<file path="src/rtl/vga_line_fetch_scheduler.sv">
// Paces line loads into the scan-out FIFO: one request per line, issued when
// the FIFO has room for a full line, with frame restarts deferred past in-flight loads.
module vga_line_fetch_scheduler #(
  parameter int H_PIXELS   = 1280,
  parameter int V_LINES    = 1024,
  parameter int FIFO_DEPTH = 2048,
  parameter int REQ_CYCLES = 2
) (
  input  logic        iCLK,
  input  logic        iRST,
  input  logic        iFRAME_START,
  input  logic        iFIFO_WEN,
  input  logic [11:0] iFIFO_WRUSEDW,
  output logic [12:0] oVGA_LINE_TO_LOAD,
  output logic        oVGA_LOAD_TO_FIFO_REQ,
  output logic        oBUSY,
  output logic        oFRAME_LOADED,
  output logic        oLATE,
  output logic        oBEAT_ERR
);

  localparam int RC_W = (REQ_CYCLES > 1) ? $clog2(REQ_CYCLES) : 1;
  localparam logic [RC_W-1:0] RC_LAST   = RC_W'(REQ_CYCLES - 1);
  localparam logic [12:0]     LAST_BEAT = 13'(H_PIXELS - 1);
  localparam logic [12:0]     LINES     = 13'(V_LINES);
  localparam logic [12:0]     LINE_LEN  = 13'(H_PIXELS);
  localparam logic [12:0]     DEPTH     = 13'(FIFO_DEPTH);

  typedef enum logic [2:0] {
    ST_IDLE      = 3'd0,
    ST_CHECK     = 3'd1,
    ST_REQ       = 3'd2,
    ST_WAIT_DROP = 3'd3,
    ST_LOAD      = 3'd4
  } state_t;

  state_t          state_q, state_d;
  logic [12:0]     line_cnt_q, line_cnt_d;
  logic [12:0]     beat_cnt_q, beat_cnt_d;
  logic [RC_W-1:0] req_cnt_q, req_cnt_d;
  logic            pending_q, pending_d;
  logic [12:0]     line_out_q, line_out_d;
  logic            req_q, req_d;
  logic            busy_q, busy_d;
  logic            loaded_q, loaded_d;
  logic            late_q, late_d;
  logic            beat_err_q, beat_err_d;

  logic [12:0]     free_space;
  logic            last_beat;

  always_comb begin
    state_d    = state_q;
    line_cnt_d = line_cnt_q;
    beat_cnt_d = beat_cnt_q;
    req_cnt_d  = req_cnt_q;
    pending_d  = pending_q;
    line_out_d = line_out_q;
    loaded_d   = loaded_q;
    late_d     = late_q;
    // Any beat arriving outside LOAD is flagged and otherwise ignored.
    beat_err_d = beat_err_q | (iFIFO_WEN && (state_q != ST_LOAD));
    free_space = DEPTH - {1'b0, iFIFO_WRUSEDW};
    last_beat  = iFIFO_WEN && (beat_cnt_q == LAST_BEAT);

    case (state_q)
      ST_IDLE: begin
        if (iFRAME_START) begin
          line_cnt_d = '0;
          loaded_d   = 1'b0;
          state_d    = ST_CHECK;
        end
      end

      ST_CHECK: begin
        if (iFRAME_START) begin
          line_cnt_d = '0;
          late_d     = 1'b1;
        end else if (line_cnt_q == LINES) begin
          loaded_d = 1'b1;
          state_d  = ST_IDLE;
        end else if (free_space >= LINE_LEN) begin
          line_out_d = line_cnt_q;
          req_cnt_d  = '0;
          state_d    = ST_REQ;
        end
      end

      ST_REQ: begin
        if (iFRAME_START) begin
          pending_d = 1'b1;
          late_d    = 1'b1;
        end
        if (req_cnt_q == RC_LAST) begin
          state_d = ST_WAIT_DROP;
        end else begin
          req_cnt_d = req_cnt_q + RC_W'(1);
        end
      end

      ST_WAIT_DROP: begin
        if (iFRAME_START) begin
          pending_d = 1'b1;
          late_d    = 1'b1;
        end
        beat_cnt_d = '0;
        state_d    = ST_LOAD;
      end

      ST_LOAD: begin
        if (iFRAME_START) begin
          pending_d = 1'b1;
          late_d    = 1'b1;
        end
        // The loader cannot be cancelled, so a restart lands only once the line is done.
        if (last_beat) begin
          beat_cnt_d = '0;
          line_cnt_d = (pending_q || iFRAME_START) ? 13'd0 : line_cnt_q + 13'd1;
          pending_d  = 1'b0;
          state_d    = ST_CHECK;
        end else if (iFIFO_WEN) begin
          beat_cnt_d = beat_cnt_q + 13'd1;
        end
      end

      default: begin
        state_d = ST_IDLE;
      end
    endcase

    req_d  = (state_d == ST_REQ);
    busy_d = (state_d == ST_REQ) || (state_d == ST_WAIT_DROP) || (state_d == ST_LOAD);
  end

  always_ff @(posedge iCLK or posedge iRST) begin
    if (iRST) begin
      state_q    <= ST_IDLE;
      line_cnt_q <= '0;
      beat_cnt_q <= '0;
      req_cnt_q  <= '0;
      pending_q  <= 1'b0;
      line_out_q <= '0;
      req_q      <= 1'b0;
      busy_q     <= 1'b0;
      loaded_q   <= 1'b0;
      late_q     <= 1'b0;
      beat_err_q <= 1'b0;
    end else begin
      state_q    <= state_d;
      line_cnt_q <= line_cnt_d;
      beat_cnt_q <= beat_cnt_d;
      req_cnt_q  <= req_cnt_d;
      pending_q  <= pending_d;
      line_out_q <= line_out_d;
      req_q      <= req_d;
      busy_q     <= busy_d;
      loaded_q   <= loaded_d;
      late_q     <= late_d;
      beat_err_q <= beat_err_d;
    end
  end

  assign oVGA_LINE_TO_LOAD     = line_out_q;
  assign oVGA_LOAD_TO_FIFO_REQ = req_q;
  assign oBUSY                 = busy_q;
  assign oFRAME_LOADED         = loaded_q;
  assign oLATE                 = late_q;
  assign oBEAT_ERR             = beat_err_q;

endmodule
</file>
<file path="config.mk">
export PLATFORM = sky130hd
export DESIGN_NAME = vga_line_fetch_scheduler
export DESIGN_NICKNAME = d
export VERILOG_FILES = /design/src/rtl/vga_line_fetch_scheduler.sv
export SDC_FILE = /design/constraint.sdc
export NUM_CORES = 1
export LEC_CHECK = 0
export ABC_AREA = 1
export BUFFER_PORTS_ARGS = -buffer_cell sky130_fd_sc_hd__buf_4
export CAP_MARGIN = 10
export CORE_ASPECT_RATIO = 0.7
export CORE_UTILIZATION = 30
export CTS_CLUSTER_SIZE = 10
export DETAILED_ROUTE_END_ITERATION = 6
export PLACE_DENSITY = 0.49
export SLEW_MARGIN = 20
export SYNTH_ARGS = -nofsm -noshare
export SYNTH_HDL_FRONTEND = slang
export SYNTH_SLANG_ARGS = --single-unit
</file>
<file path="constraint.sdc">
create_clock -name iCLK -period 2.7 [get_ports iCLK]
set_input_delay 0.405 -clock iCLK [delete_from_list [all_inputs] [get_ports iCLK]]
set_output_delay 0.405 -clock iCLK [all_outputs]
set_load 0.01 [all_outputs]
</file>
Word level (Yosys, flattened, before mapping)
Index checks and enable logic that the tools add are counted.
{"block": "op_classes", "magnitude_cmp": 1, "n_reduce_logical": 20, "bitwise": 3, "n_addsub": 4, "eq_ne": 18, "muxes": 26}
{"cell": "$mux W13", "n": 5}
{"cell": "$pmux W13 S2", "n": 2}
{"cell": "$add A13 B1 Y13 const B", "n": 2}
{"cell": "$eq A13 B11 Y1 const B", "n": 2}
{"cell": "$mux W3", "n": 6}
{"cell": "$pmux W3 S5", "n": 1}
{"cell": "$ge A13 B11 Y1 const B", "n": 1}
{"cell": "$sub A12 B12 Y13 const A", "n": 1}
{"cell": "$eq A3 B2 Y1 const B", "n": 4}
{"cell": "$ne A2 B2 Y1 const B", "n": 6}
{"cell": "$reduce_and A4 Y1", "n": 3}
{"cell": "$reduce_bool A2 Y1", "n": 5}
{"cell": "$mux W1", "n": 9}
{"cell": "$eq A3 B3 Y1 const B", "n": 2}
{"cell": "$ne A3 B3 Y1 const B", "n": 2}
{"cell": "$pmux W1 S2", "n": 3}
{"cell": "$reduce_and A2 Y1", "n": 2}
{"cell": "$reduce_or A2 Y1", "n": 2}
{"cell": "$reduce_or A4 Y1", "n": 1}
{"cell": "$eq A3 B1 Y1 const B", "n": 1}
{"cell": "$logic_not A3 Y1", "n": 1}
{"cell": "$logic_or A1 B1 Y1", "n": 3}
{"cell": "$reduce_and A3 Y1", "n": 1}
{"cell": "$logic_and A1 B1 Y1", "n": 2}
{"cell": "other kinds (4)", "n": 5}
{"block": "word_totals", "output_inout_bits": 18, "wordCells": 83, "in_bits": 16, "regBits": 49}

Longest topological paths before layout
Gate-level depths: netlist of the first run.
{"block": "depth", "depth_word": 9, "mapped_depth": 13, "ltp_nobuf": 12}

Worst setup path after synthesis of the first run
Ideal clock, no wire load.
{"block": "synth_timing", "path_type": "register -> register", "startpoint": "reg beat_cnt_q[0]", "endpoint": "reg line_cnt_q[5]", "t_arrival_ns": 1.405, "setup_time_ns": 0.118, "stages_incl_launch_ff": 12, "path_buffers": 1, "period_less_slack_ns": 1.524, "slack_ns": 1.176, "t_required_ns": 2.582, "cell_sequence": "dfrtp_1 ha_1 nand2_1 inv_1 nand2_1 nor2_1 nand3_2 nand2_4 inv_2 buf_6 nand2_2 o21ai_2"}
{"block": "synth_between", "elab_chain_cells": 4}
{"element": "from (decl)", "line_no": "39", "source": "logic [12:0] beat_cnt_q, beat_cnt_d;"}
{"element": "from (signal assigned)", "line_no": "151", "source": "beat_cnt_q <= beat_cnt_d;"}
{"element": "$eq A13 B11 Y1", "line_no": "64", "source": "last_beat = iFIFO_WEN && (beat_cnt_q == LAST_BEAT);"}
{"element": "$logic_and A1 B1 Y1", "line_no": "64"}
{"element": "$ne A2 B2 Y1 (no source line)"}
{"element": "$reduce_and A3 Y1 (no source line)"}
{"element": "to (signal assigned)", "line_no": "150", "source": "line_cnt_q <= line_cnt_d;"}
{"element": "to (decl)", "line_no": "38", "source": "logic [12:0] line_cnt_q, line_cnt_d;"}
No other way between the ends.
A chain may end at the register's enable or synchronous reset.

Final worst setup path of the first run
{"block": "layout_timing", "startpoint": "reg beat_cnt_q[0]", "endpoint": "reg line_cnt_q[11]"}
The elaborated chain is that of the path after synthesis.

==> flow_summary_export.csv, run 1 <==
group,metric,value,unit
yosys,synth_edf_count,0,
floorplan,die_h,83.6,um
floorplan,core_area,9140,um2
yosys,synth_adder_area_share,0.0132,
worst_setup_path,crit_family,"simple AND/OR/NAND/NOR gates",
power_and_ir_drop,cellPowerDensity,655,nW/um2
clock_network,cts.clk_slew.worst_paths,70,ps
placement,port_buffers,33,
drt,post_drt_wl_per_cell,12.5,um
clock_network,clkLatencyLatePin,290,ps
worst_setup_path,worstPathRequired,2870,ps
floorplan,ios,34,
global_route,grt_pass1_wl,11400,um
yosys,synth-simple-area-share,0.359,
yosys,synthCells,368,
placement,post-place-ws,893,ps
worst_setup_path,crit_path_frequent_cell,"nand2_1",
placement,hpwl,5020,um
power_and_ir_drop,power_frac_clock,0.283,
drt,drt_pass1_iterations,4,
clock_network,cts_buffers,5,
timing,setup_tns,0,ps
layout,syn_to_final_growth,17.1,%
yosys,yosysTopAreaCell,"dfrtp_1",
drt,avgViaCountPerCell,4.57,
timing,worst_pin_slew,410,ps
power_and_ir_drop,peakVddDrop,330,uV
yosys,syn_area_per_cell,7.75,um2
placement,place_area,3200,um2
timing,min_period,1790,ps
clock_network,cts_tree,"yes",
worst_setup_path,r2r-start,"beat_cnt_q[0]",
yosys,synth_xor_area_frac,0.00921,
yosys,ys_types,32,
yosys,ys_ff_latch,49,
timing,fmax,557,MHz
worst_setup_path,crit_buf_inv,2,
worst_setup_path,worst-path-max-fanout,15,
yosys,yosysWarningCount,0,
placement,gp_congestion,0.802,
yosys,ys_seq_area_frac,0.430,
timing,maxSlewHeadroom,0.725,
global_route,grt-ovfl-total,0,
worst_setup_path,start_kind,"flop",
clock_network,cts_buffer_depth,2,
min_path,hold_class,"primary input to async pin",
timing,fin_crit_sh,0.664,
floorplan,die_w,119,um
yosys,syn_area,2850,um2
power_and_ir_drop,p_sw,0.833,mW
power_and_ir_drop,p_comb_frac,0.315,
drt,drtIter0Drc,120,
drt,routed_wl,6610,um
floorplan,dieArea,9910,um2
global_route,track_usage,0.145,
worst_setup_path,critical_path_arrival,1960,ps
power_and_ir_drop,switching_share,0.381,
yosys,synth_compound_area_frac,0.0965,
yosys,synth_top_flop_cell,"dfrtp_1",
worst_setup_path,path_cells,"ha_1, nand2_1, inv_1, nand2_1, nor2_1, nand3_2, nand2_4, inv_2, nand2_1, o21ai_0",
floorplan,rows,29,
clock_network,clock-sinks,49,
clock_network,post_cts_buffers,0,
timing,maxSlewViolCount,0,
worst_setup_path,setup.worst_path.start,"beat_cnt_q[0]",
worst_setup_path,crit_type,"flop to flop",
outcome,outcome,"complete, no violations",
yosys,synth_mux_area_frac,0,
layout,fin_nets,422,
drt,dr_total_vias,2413,
job,drv_cap,0,
worst_setup_path,slowest_stage,"dfrtp_1",
timing,skew,4.08,ps
clock_network,h-tree-depth,2,
yosys,synth_top_area_frac,0.430,
timing,hold_viol,0,
global_route,antenna_found_initial,0,
drt,drtAntennaViolNets,0,
power_and_ir_drop,p_int,1.35,mW
worst_setup_path,worstSetupEndpointType,"flop",
timing,setup_slack,906,ps
power_and_ir_drop,total_leakage_power,1.58,nW
yosys,synth_top_family_by_area,"simple AND/OR/NAND/NOR gates",
yosys,synthArstFlopShare,1.00,
timing,setup_violations,0,
clock_network,hold_buffers,0,
yosys,synth.area.top_cells,"dfrtp_1, nand2_1, nor2_1, inv_1, nand3_1",
timing,rsz0062_at_grt,"false",
layout,diodes,0,
floorplan,initial_core_util,0.312,
clock_network,ctsRootBufferMaster,"clkbuf_16",
layout,drive_gt1_frac,0.230,
worst_setup_path,slowest_delay,400,ps
yosys,synth_nets,387,
global_route,grt_pass1_vias,2330,
global_route,grt_start_max_net_pins,29,
drt,drc,0,
power_and_ir_drop,power_frac_seq,0.401,
layout,fin_area,3340,um2
clock_network,cts_resized,0,
==> cells by family (layout without fill, tap and decap cells) <==
logic type                 after synthesis  in the layout
adders and majority gates                3              3
DFF                                     49             49
AOI/OAI and AO/OA                       40             40
xor gates and xnor gates                 3              3
buffers and inverters                   57             93
and+or+nand+nor                        216            216
==> path summary, 6_finish.rpt <==
check	to	slack, ps	cells after the start
max	line_cnt_q[11]	910	10
min	beat_cnt_q[1]	70	2
min in group iCLK	oBEAT_ERR	430	3
max in group asynchronous	req_cnt_q	2060	3
max reg2reg	line_cnt_q[11]	910	10
min reg2reg	req_cnt_q	480	2
==> layout make-up <==
| cell class | instances | area [um2] |
|---|---|---|
| fillers | 970 | 5800 |
| inverters | 50 | 195 |
| clock buffers | 8 | 136 |
| multi-input cells | 262 | 1360 |
| flip-flops and latches | 49 | 1230 |
| well taps | 124 | 155 |
| repair buffers | 35 | 263 |
==> state kept, by name, summed over array words and instances, names as in the netlist <==
signal,count
oBUSY,1
beat_cnt_q,13
oVGA_LINE_TO_LOAD,13
line_cnt_q,13
oVGA_LOAD_TO_FIFO_REQ,1
oLATE,1
pending_q,1
oBEAT_ERR,1
oFRAME_LOADED,1
state_q,3
req_cnt_q,1
==> placed cells by master (no fill, tap or decap), types with 8 or more instances in the layout <==
cell and instances:
o21ai_2 16, nand2_2 11, dfrtp_1 49, nand3_1 30
nand2_1 87, buf_4 35, inv_1 39, nor3_1 8
nand4_1 18, inv_2 9, nor2_1 45, o21ai_0 9
==> metrics by stage <==
step	instances	util	power [mW]	hold slack, ps
after floorplan	368	-	1.45	442
after global placement	520	0.350	1.59	398
after detailed placement	520	0.350	1.59	395
after CTS	528	0.365	2.22	77.6
after global routing	528	0.365	2.35	93.7
final	528	0.365	2.19	69.2
==> metal layers <==
metal | GRT usage | routed length, um | vias to the layer above
met3 | 0.0314 | 244 | 8
met2 | 0.204 | 2700 | 44
li1 | - | - | 1252
met1 | 0.217 | 3570 | 1109
met5 | 0 | 0 | -
met4 | 0.0518 | 98 | 0
==> power by group through the flow <==
stage          combinational, mW  sequential (mW)  clock, mW
2_1_floorplan              0.561            0.893          0
3_3_place_gp               0.702            0.890          0
3_5_place_dp               0.694            0.893          0
4_1_cts                    0.698            0.879      0.643
5_1_grt                    0.788            0.889      0.673
6_report                   0.690            0.878      0.620
==> synthesized netlist by cell type, types with 2 or more instances <==
library cell and n:
nor2_2 3, o21ai_2 16, nor2_1 45, inv_2 8
nand2_2 11, buf_2 2, nand3_1 30, buf_6 5
nand2_4 5, a21oi_1 4, inv_1 40, a21oi_2 2
nand4_1 18, dfrtp_1 49, nor3b_1 2, o21bai_1 2
o21ai_1 6, nor3_1 8, ha_1 3, xor2_1 3
nand2_1 87, o21ai_0 9
(Power assumes the default switching activity.)
==> run 2, diff against run 1 <==
- clock period: 2.7 -> 1.79 ns (I/O delays scaled with it)
==> flow_summary_export.csv, run 2 (synthesis gave the netlist of run 1 again) <==
group,metric,value,unit
outcome,outcome,"complete, no violations",
placement,gp_congestion,0.810,
job,drv_cap,0,
clock_network,cts_buffer_depth,2,
placement,hpwl,5260,um
worst_setup_path,worstPathRequired,1960,ps
drt,drt_pass1_iterations,4,
timing,worst_pin_slew,415,ps
layout,fin_nets,445,
layout,syn_to_final_growth,25.8,%
layout,utilization,0.392,
global_route,antenna_found_initial,0,
global_route,grtUsageMet2,0.212,
power_and_ir_drop,power_frac_seq,0.381,
drt,drc,0,
layout,drive_gt1_frac,0.280,
drt,post_drt_wl_per_cell,12.9,um
power_and_ir_drop,fin_total_pwr,3.48,mW
floorplan,dieArea,9910,um2
clock_network,clkLatencyLatePin,290,ps
min_path,hold_class,"primary input to flop",
floorplan,core_area,9140,um2
worst_setup_path,critical_path_arrival,1850,ps
clock_network,h-tree-depth,2,
power_and_ir_drop,p_sw,1.31,mW
global_route,grt-ovfl-total,0,
clock_network,cts.clk_slew.worst_paths,70,ps
power_and_ir_drop,peakVddDrop,489,uV
drt,avgViaCountPerCell,4.57,
layout,fin_area,3590,um2
global_route,grt_pass1_wl,11800,um
global_route,global_route.usage.met1,0.228,
global_route,track_usage,0.152,
timing,rsz0062_at_grt,"true",
power_and_ir_drop,power_frac_clock,0.263,
clock_network,cts_buffers,5,
worst_setup_path,crit_type,"flop to flop",
power_and_ir_drop,p_comb_frac,0.356,
floorplan,ios,34,
global_route,grt_start_max_net_pins,25,
power_and_ir_drop,switching_share,0.377,
timing,setup_violations,0,
drt,drtIter0Drc,130,
timing,fin_crit_sh,0.936,
layout,diodes,0,
global_route,top_usage_layer,"met1",
timing,fmax,597,MHz
floorplan,die_w,119,um
timing,hold_viol,0,
drt,dr_total_vias,2509,
layout,layout_commonest_cell,"nand2_1",
power_and_ir_drop,total_leakage_power,1.72,nW
timing,maxSlewViolCount,0,
clock_network,cts_tree,"yes",
floorplan,die_h,83.6,um
drt,drtAntennaViolNets,0,
power_and_ir_drop,p_int,2.17,mW
placement,port_buffers,33,
placement,place_area,3330,um2
global_route,met3_usage,0.0314,
clock_network,clock-sinks,49,
timing,min_period,1680,ps
layout,final_cell_mix,"nand2_1, buf_4, dfrtp_1, nor2_1, inv_1",
timing,maxSlewHeadroom,0.722,
power_and_ir_drop,cellPowerDensity,970,nW/um2
drt,routed_wl,7080,um
worst_setup_path,start_kind,"flop",
worst_setup_path,worstSetupEndpointType,"flop",
floorplan,initial_core_util,0.312,
clock_network,ctsRootBufferMaster,"clkbuf_16",
timing,skew,8.09,ps
global_route,grt_pass1_vias,2349,
floorplan,rows,29,
worst_setup_path,worst-path-max-fanout,12,
layout,n_fill_cell,962,
[run 2: cell types whose count changed in the layout (fill, tap and decap cells not counted), moves of 2 or more]
cell | previous run | this run
buf_4 | 35 | 52
buf_12 | 0 | 2
clkbuf_1 | 3 | 0
clkbuf_16 | 5 | 7
[run 2: cell type report]
| class | count | area, um2 | area share |
|---|---|---|---|
| tap | 124 | 155 | 0.0433 |
| timing repair buffer | 57 | 490 | 0.137 |
| inverter | 50 | 195 | 0.0544 |
| clock buffer | 5 | 125 | 0.0349 |
| sequential | 49 | 1230 | 0.342 |
| clock inverter | 1 | 5.00 | 0.00140 |
| multi-input combinational | 263 | 1390 | 0.387 |
[run 2: final timing paths]
kind	endpoint	cells after the start	slack, ps	from
setup reg to reg	line_cnt_q[11]	10	110	beat_cnt_q[0]
setup / recovery	line_cnt_q[11]	10	110	beat_cnt_q[0]
min in group asynchronous	oVGA_LINE_TO_LOAD[11]	3	510	iRST
max in group asynchronous	state_q[1]	4	820	iRST
hold / removal	oBEAT_ERR	3	290	iFIFO_WEN
hold reg to reg	oVGA_LINE_TO_LOAD[4]	2	480	oVGA_LINE_TO_LOAD[4]
[run 2: repair_timing]
item / CTS / global route
hold buffers: 1 / 0
resized for setup: 0 / 5
endpoints found under the hold margin: 12 / 0
setup endpoints to repair: 0 / 25
setup buffers: 0 / 6
[run 2: power groups by stage]
| stage | clock, mW | combinational (mW) | sequential (mW) |
|---|---|---|---|
| 3_5_place_dp | 0 | 1.10 | 1.35 |
| 4_1_cts | 0.942 | 1.10 | 1.33 |
| 3_3_place_gp | 0 | 1.10 | 1.34 |
| 6_report | 0.916 | 1.24 | 1.32 |
| 2_1_floorplan | 0 | 0.847 | 1.35 |
| 5_1_grt | 0.984 | 1.37 | 1.34 |
[run 2: worst max-delay path: stages (launching register included)]
cell	delay, ps
dfrtp_1	390
ha_1	190
nand2_1	100
inv_1	110
nand2_1	90
nor2_2	130
nand3_2	130
nand2_4	140
inv_2	130
nand2_1	80
o21ai_1	60
[run 2: per-layer routing]
layer,up-vias,share of wire
li1,1299,-
met1,1139,0.54
met2,63,0.40
met3,8,0.045
met4,0,0.015
met5,-,0
[run 2: metrics by stage]
step | instances | setup TNS, ps | setup slack, ps | hold slack, ps
6_report | 549 | 0 | 115 | 290
5_1_grt | 549 | -63.9 | -19.9 | 326
4_1_cts | 540 | 0 | 53.2 | 287
3_5_place_dp | 533 | 0 | 72.4 | 288
3_3_place_gp | 533 | 0 | 154 | 287
2_1_floorplan | 368 | 0 | 266 | 442
